==> config.mk <==
export PLATFORM = sky130hd
export DESIGN_NAME = seg7_scan_driver
export DESIGN_NICKNAME = d
export VERILOG_FILES = /design/src/rtl/seg7_scan_driver.sv
export SDC_FILE = /design/constraint.sdc
export NUM_CORES = 1
export LEC_CHECK = 0
export CAP_MARGIN = 40
export CELL_PAD_IN_SITES_DETAIL_PLACEMENT = 0
export CELL_PAD_IN_SITES_GLOBAL_PLACEMENT = 2
export CORE_AREA = 3 3 107 120
export CTS_CLUSTER_DIAMETER = 120
export DETAILED_ROUTE_END_ITERATION = 12
export DIE_AREA = 0 0 110 123
export PLACE_DENSITY = 0.8
export SLEW_MARGIN = 40
export SYNTH_ARGS = -nofsm -noshare
export SYNTH_HDL_FRONTEND = slang
export SYNTH_SLANG_ARGS = --single-unit
==> constraint.sdc <==
create_clock -name clk -period 3.5 [get_ports clk]
set_clock_uncertainty 0.2 [all_clocks]
set_input_delay 1.05 -clock clk [delete_from_list [all_inputs] [get_ports clk]]
set_output_delay 1.05 -clock clk [all_outputs]
set_load 0.005 [all_outputs]
==> src/rtl/seg7_scan_driver.sv <==
// seg7_scan_driver: N-digit multiplexed 7-segment driver with sequential shift-add-3 BCD conversion.
// Optional: define SEG7_LZ_BLANK_EN to blank leading zero digits.
module seg7_scan_driver #(
  parameter int WIDTH       = 14,
  parameter int DIGITS      = 4,
  parameter int SCAN_PERIOD = 1000,
  parameter int BLANK_LEAD  = 100,
  parameter int BLANK_TAIL  = 100
) (
  input  logic                  clk,
  input  logic                  rst_n,
  input  logic                  in_valid,
  output logic                  in_ready,
  input  logic [WIDTH-1:0]      in_value,
  input  logic [DIGITS-1:0]     dp_mask,
  output logic                  overflow,
  output logic [4*DIGITS-1:0]   bcd,
  output logic [6:0]            seg,
  output logic                  dp,
  output logic [DIGITS-1:0]     an
);
  localparam int BW = 4 * DIGITS;
  localparam int CW = $clog2(SCAN_PERIOD);
  localparam int IW = DIGITS > 1 ? $clog2(DIGITS) : 1;
  localparam int NW = $clog2(WIDTH + 1);
  localparam logic [CW-1:0] C_LAST = CW'(SCAN_PERIOD - 1);
  localparam logic [CW-1:0] C_ON   = CW'(BLANK_LEAD);
  localparam logic [CW-1:0] C_OFF  = CW'(SCAN_PERIOD - BLANK_TAIL);
  localparam logic [IW-1:0] I_LAST = IW'(DIGITS - 1);
  localparam logic [NW-1:0] N_LAST = NW'(WIDTH - 1);

  typedef enum logic {IDLE, SHIFT} state_t;
  state_t state, state_nxt;
  logic [WIDTH-1:0] bin;
  logic [BW-1:0] work, adj;
  logic [NW-1:0] it;
  logic ovf, take, last;

  assign take = in_valid && in_ready;
  assign last = state == SHIFT && it == N_LAST;

  always_ff @(posedge clk or negedge rst_n)
    if (!rst_n) state <= IDLE;
    else state <= state_nxt;

  always_comb begin
    in_ready = state == IDLE;
    state_nxt = state == IDLE ? (in_valid ? SHIFT : IDLE) : (last ? IDLE : SHIFT);
  end

  always_comb begin
    adj = '0;
    for (int i = 0; i < DIGITS; i++)
      adj[4*i +: 4] = work[4*i +: 4] >= 4'd5 ? work[4*i +: 4] + 4'd3 : work[4*i +: 4];
  end

  // A 1 leaving the top nibble means the value needs more digits than we have.
  always_ff @(posedge clk or negedge rst_n)
    if (!rst_n) begin
      bin <= '0;
      work <= '0;
      it <= '0;
      ovf <= 1'b0;
      bcd <= '0;
      overflow <= 1'b0;
    end else if (take) begin
      bin <= in_value;
      work <= '0;
      it <= '0;
      ovf <= 1'b0;
    end else if (state == SHIFT) begin
      {work, bin} <= {adj[BW-2:0], bin, 1'b0};
      ovf <= ovf | adj[BW-1];
      it <= it + 1'b1;
      if (last) begin
        bcd <= {adj[BW-2:0], bin[WIDTH-1]};
        overflow <= ovf | adj[BW-1];
      end
    end

  function automatic logic [6:0] glyph(input logic [3:0] n);
    case (n)
      4'd0: glyph = 7'h40;
      4'd1: glyph = 7'h79;
      4'd2: glyph = 7'h24;
      4'd3: glyph = 7'h30;
      4'd4: glyph = 7'h19;
      4'd5: glyph = 7'h12;
      4'd6: glyph = 7'h02;
      4'd7: glyph = 7'h78;
      4'd8: glyph = 7'h00;
      4'd9: glyph = 7'h10;
      default: glyph = 7'h7F;
    endcase
  endfunction

  logic [CW-1:0] cnt, cnt_nxt;
  logic [IW-1:0] idx, idx_nxt;
  logic [DIGITS-1:0] lz;
  logic [6:0] glyph_nxt;

`ifdef SEG7_LZ_BLANK_EN
  logic lz_run;
  always_comb begin
    lz = '0;
    lz_run = 1'b1;
    for (int i = DIGITS - 1; i > 0; i--) begin
      lz_run = lz_run && bcd[4*i +: 4] == 4'd0;
      lz[i] = lz_run;
    end
  end
`else
  assign lz = '0;
`endif

  assign cnt_nxt = cnt == C_LAST ? '0 : cnt + 1'b1;
  assign idx_nxt = cnt == C_LAST ? (idx == I_LAST ? '0 : idx + 1'b1) : idx;
  assign glyph_nxt = overflow ? 7'h3F : lz[idx_nxt] ? 7'h7F : glyph(bcd[4*idx_nxt +: 4]);

  // Display state is latched only at window edges, so bcd updates never glitch a lit slot.
  always_ff @(posedge clk or negedge rst_n)
    if (!rst_n) begin
      cnt <= '0;
      idx <= '0;
      an <= '1;
      seg <= 7'h7F;
      dp <= 1'b1;
    end else begin
      cnt <= cnt_nxt;
      idx <= idx_nxt;
      if (cnt_nxt == C_ON) begin
        an <= ~(DIGITS'(1) << idx_nxt);
        seg <= glyph_nxt;
        dp <= ~dp_mask[idx_nxt];
      end else if (cnt_nxt == C_OFF) begin
        an <= '1;
        seg <= 7'h7F;
        dp <= 1'b1;
      end
    end
endmodule

Word level (Yosys, flattened, before mapping)
Memory sizes are Yosys's and may differ from the RTL's.
Index checks and enable logic that the tools add are counted.
{ "totals": {"regBits": 77, "rom_bits": 112, "inputBits": 21, "out_inout_bits": 30, "elab_cells": 72, "memories": 1} }
{ "classes": {"n_addsub": 7, "magnitude_cmp": 5, "eq_ne": 5, "shifts": 2, "muxes": 30, "n_bitwise": 5, "reduce_logical": 5} }
{ "memory_table": {"columns": ["memory", "depth", "word_bits", "rd", "rd_ports_with_merged_regs", "write_ports", "line_no", "text"], "rows": [
  ["(name not given)", 16, 7, 1, 0, 0, "82", "case (n)"]
]} }
{ "op_table": {"columns": ["op", "count"], "rows": [
  ["16-bit 2-to-1 mux", 2],
  ["4-bit 2-to-1 mux", 8],
  ["14-bit 2-to-1 mux", 2],
  ["7-bit 2-to-1 mux", 4],
  ["10-bit == test, second input constant", 2],
  ["4-bit by 2-bit adder with 4-bit output, second input constant", 4],
  ["4-bit by 3-bit >= comparator with 1-bit output, second input constant", 4],
  ["16-bit by 5-bit indexed part select with 4-bit output", 1],
  ["10-bit by 1-bit adder with 10-bit output, second input constant", 1],
  ["10-bit by 7-bit == test with 1-bit output, second input constant", 1],
  ["10-bit 2-to-1 mux", 1],
  ["1-bit 2-to-1 mux", 9],
  ["4-bit by 1-bit adder with 4-bit output, second input constant", 1],
  ["1-bit binary-select mux with 2-bit select", 2],
  ["4-bit == test, second input constant", 1],
  ["2-bit 2-to-1 mux", 2],
  ["4-bit inverter", 1],
  ["2-bit nonzero test", 2],
  ["1-bit by 2-bit left shift with 4-bit output, first input constant", 1],
  ["2-bit by 3-bit less-than comparator with 1-bit output, second input constant", 1],
  ["1-bit inverter", 3],
  ["3-bit AND reduction", 1],
  ["2-bit by 1-bit adder with 2-bit output, second input constant", 1],
  ["2-bit == test, second input constant", 1],
  ["other kinds (2)", 3]
]} }

Logic depth before layout (Yosys ltp)
{ "logic_depth": {"word_depth": 8, "ltp_mapped": 12, "depth_no_buf": 10} }

Worst setup path before layout
OpenSTA, ideal clock, no wires.
{ "synth_path": {"kind": "register to register", "from": "reg cnt[0]", "to": "reg seg[3]", "arrival_time_ns": 2.710, "t_required_ns": 3.223, "setup_slack_ns": 0.513, "stages_incl_launch_ff": 11, "path_buffers": 0, "synth_period_minus_slack_ns": 2.987, "path_cell_list": "dfrtp_1 > ha_1 > or3b_4 > nor4_4 > mux2i_4 > mux2i_1 > mux2_4 > inv_1 > ha_1 > a21o_1 > a31oi_1"} }
{ "synth_via": {"elab_chain_len": 7} }
{ "synth_rtl": {"columns": ["element", "line_no", "text"], "rows": [
  ["start, declared", "97", "logic [CW-1:0] cnt, cnt_nxt;"],
  ["start signal, assigned", "129", "cnt <= cnt_nxt;"],
  ["10-bit == test", "116, 117", null],
  ["2-bit 2-to-1 mux", "117", "assign idx_nxt = cnt == C_LAST ? (idx == I_LAST ? '0 : idx + 1'b1) : idx;"],
  ["16-bit by 5-bit indexed part select with 4-bit output or 1-bit binary-select mux with 2-bit select (tied branches)", "118", "assign glyph_nxt = overflow ? 7'h3F : lz[idx_nxt] ? 7'h7F : glyph(bcd[4*idx_nxt +: 4]);"],
  ["memory 16 x 7 bit or 1-bit 2-to-1 mux (tied branches)", null, null],
  ["7-bit 2-to-1 mux (2 in series)", "118", null],
  ["7-bit 2-to-1 mux", "131", "if (cnt_nxt == C_ON) begin"],
  ["end signal, assigned", "133", "seg <= glyph_nxt;"],
  ["end, declared", "18", "output logic [6:0] seg,"]
]} }
Several ways; a longest one is shown, not always the timed one. The select of a mux whose other input is x is not followed.
A chain may end at the register's enable or synchronous reset.

Worst setup path in the final report
Ends and elaborated chain as after synthesis.

==> flow_metrics.env <==
export IMPL_critPathBufInv=1
export IMPL_gp_congestion=0.8148
export IMPL_syn_instance_count=406
export IMPL_yosysTopAreaCellShare_pct=39.94
export IMPL_wl_per_cell_um=14.48
export IMPL_crit_slowest_cell="nor4_4"
export IMPL_async_flop_share_pct=100.0
export IMPL_cts_tree="yes"
export IMPL_antenna_found_initial=0
export IMPL_switching_share_pct=34.06
export IMPL_power_switching_uw=1251
export IMPL_synth_cell_types=57
export IMPL_p_int_uw=2421
export IMPL_drive_gt1_share_pct=14.29
export IMPL_worstReg2RegEnd="seg[3]"
export IMPL_synth_top_cell_by_area="dfrtp_1"
export IMPL_initial_core_util_pct=34.44
export IMPL_synth_common_cells="dfrtp_1, nand2_1, o21ai_0, mux2i_1"
export IMPL_path_clk_slew_ns=0.06
export IMPL_numCtsBuffers=9
export IMPL_path_delay_family="simple AND/OR/NAND/NOR gates"
export IMPL_worstReg2RegStart="cnt[0]"
export IMPL_worst_setup_path_start_kind="flip-flop"
export IMPL_holdBufCountCts=0
export IMPL_power_frac_clock_pct=27.0
export IMPL_drtIter0Drc=85
export IMPL_htreeDepth=3
export IMPL_arrival_ns=3.30
export IMPL_dr_pass1_iters=4
export IMPL_crit_path_end_kind="flip-flop"
export IMPL_hold_viol_final=0
export IMPL_syn_cell_area_um2=4073
export IMPL_holdPathEnd="bin[12]"
export IMPL_synth_area_leaders="dfrtp_1, dfstp_2, o21ai_0, mux2i_1, nand2_1"
export IMPL_report_final_slew_viol_count=0
export IMPL_fin_crit_sh_pct=92.58
export IMPL_irDropWorstVdd_mv=0.2797
export IMPL_drc=0
export IMPL_dp_cells=600
export IMPL_p_leak_uw=0.002223
export IMPL_synth_seq_cells=77
export IMPL_track_usage_pct=14.87
export IMPL_setup_viol=0
export IMPL_tns_ns=0
export IMPL_cpPeakStageDelay_ns=0.46
export IMPL_drt_total_wl_mm=8.918
export IMPL_cts_repair_resized=0
export IMPL_fin_cells=616
export IMPL_maxCapViolCount=0
export IMPL_synth_yosys_warnings=0
export IMPL_clock_latency_ns=0.34
export IMPL_io_pins=51
export IMPL_ant_nets=0
export IMPL_path_common_cell="ha_1"
export IMPL_rrSetupSlack_ns=0.26
export IMPL_hp_class="flip-flop to flip-flop"
export IMPL_synth_nets=440
export IMPL_rows=42
export IMPL_clock_sinks=77
export IMPL_numPortBuffers=50
export IMPL_power_frac_seq_pct=38.7
export IMPL_synth_ff_type="dfrtp_1"
export IMPL_whs_path_depth=2
export IMPL_syn2layout_area_growth_pct=24.18
export IMPL_outcome="complete, no violations"
export IMPL_cts_root_buf="clkbuf_16"
export IMPL_yosysSeqAreaShare_pct=47.68
export IMPL_num_vias=3047
export IMPL_dp_hpwl_mm=6.515
export IMPL_cp_max_fo=9
export IMPL_tightest_slew_ns=0.6969
export IMPL_cts_setup_buffers=0
export IMPL_crit_type="flip-flop to flip-flop"
export IMPL_fmax_mhz=308.6
export IMPL_rsz0062_at_grt="no"
export IMPL_reg2reg_depth=10
export IMPL_crit_required_ns=3.56
export IMPL_min_from="bin[11]"
export IMPL_grt_max_degree=78
export IMPL_syn_area_per_cell_um2=10.03
export IMPL_place_ws_ns=0.2559
export IMPL_min_period_ns=3.240
export IMPL_die_w_um=110
export IMPL_grt_pass1_vias=3174
export IMPL_floorplan_die_area_um2=13530
export IMPL_slew_headroom_pct=53.54
export IMPL_power_total_uw=3672
export IMPL_nNetsFinal=491
export IMPL_dieHeight_um=123
export IMPL_synth_edff_count=0
export IMPL_antenna_diode_count=0
export IMPL_grt_pass1_wl_mm=15.56
export IMPL_grt_overflow_total=0
export IMPL_power_frac_comb_pct=34.3
export IMPL_cts_path_max_buffers=2
export IMPL_setup_slack_ns=0.2596
export IMPL_via_per_inst=4.946
export IMPL_crit_chain="ha_1 -> or3b_4 -> nor4_4 -> mux2i_4 -> mux2i_1 -> mux2_4 -> inv_1 -> ha_1 -> a21o_1 -> a31oi_1"
export IMPL_synth_most_common_cell="dfrtp_1"
export IMPL_core_um2=11820
export IMPL_powerDensity_nw_per_um2=726.2
==> registers in the layout, indices dropped and copies added, names as in the netlist <==
signal and flops:
state 1, it 4, seg 7, bcd 16, bin 14, work 16
dp 1, an 4, overflow 1, cnt 10, ovf 1, idx 2
==> power groups by stage <==
stage / Clock (µW) / Combinational (µW) / Sequential (µW)
3_5_place_dp: 0 / 1290 / 1440
5_1_grt: 1060 / 1460 / 1470
3_3_place_gp: 0 / 1240 / 1440
6_report: 991 / 1260 / 1420
4_1_cts: 1030 / 1290 / 1430
2_1_floorplan: 0 / 854 / 1360
==> cells in the final DEF (no fill, tap or decap), drive strengths merged, types with 6 or more instances in the layout <==
cell type and n:
nor3 12, clkbuf 10, dfrtp 65, ha 13
mux2 11, nand3 16, buf 9, and3 7
a21oi 18, clkdlybuf4s50 49, nor2 21, xnor2 6
o21ai 48, inv 21, nand2b 7, mux2i 26
dfstp 12, nand2 48, nor3b 7, a31oi 10
a22o 7
==> layer usage <==
layer  up-vias  global-route usage [%]  wire (µm)  share of wire [%]
li1       1536                       -          -                  -
met5         -                       0          0                  0
met1      1434                   19.51       4136                 46
met3        16                   3.029        339                3.8
met2        61                   23.33       4211                 47
met4         0                   7.249        231                2.6
==> layout make-up <==
type                       count  area, µm²
tap                          154      192.7
clock buffer                  10      229.0
inverter                      21      78.83
fill                        1181       6766
multi-input combinational    290       1966
clock inverter                 6      87.58
sequential                    77       1942
timing repair buffer          58      561.8
==> per-stage QoR <==
| stage | hold slack [ns] | utilization, % | instance area [µm²] |
|---|---|---|---|
| finish | 0.2833 | 42.77 | 5057 |
| floorplan | 0.2523 | - | 4073 |
| global route | 0.3183 | 42.77 | 5057 |
| global placement | 0.2633 | 40.06 | 4737 |
| detailed placement | 0.2771 | 40.10 | 4741 |
| CTS | 0.2925 | 42.77 | 5057 |
==> worst max path at each step <==
stage / endpoint / cells past startpoint / slack, ns / startpoint
after CTS: seg[3] / 10 / 0.24 / cnt[0]
final: seg[3] / 10 / 0.26 / cnt[0]
after floorplan: seg[3] / 10 / 0.51 / cnt[0]
after global placement: seg[3] / 10 / 0.36 / cnt[0]
after detailed placement: seg[3] / 11 / 0.26 / cnt[0]
after global routing: seg[3] / 10 / 0.03 / cnt[0]
==> worst min-delay path, cell delays in order, from the launching register on <==
cell and delay (ns):
dfrtp_1 0.34, nand2_1 0.05, o21ai_0 0.06
==> cell families (layout without fill, tap and decap cells) <==
| kind of cell | count (synthesis) | in the layout | share of synthesized area (%) |
|---|---|---|---|
| flops | 77 | 77 | 47.68 |
| compound gates | 100 | 100 | 14.50 |
| fa+ha+maj | 13 | 13 | 3.994 |
| simple gates | 130 | 130 | 16.99 |
| mux | 37 | 37 | 10.63 |
| buf+inv | 39 | 95 | 4.055 |
| xor+xnor | 10 | 10 | 2.150 |
No activity file was read; power rests on OpenSTA's default activity.
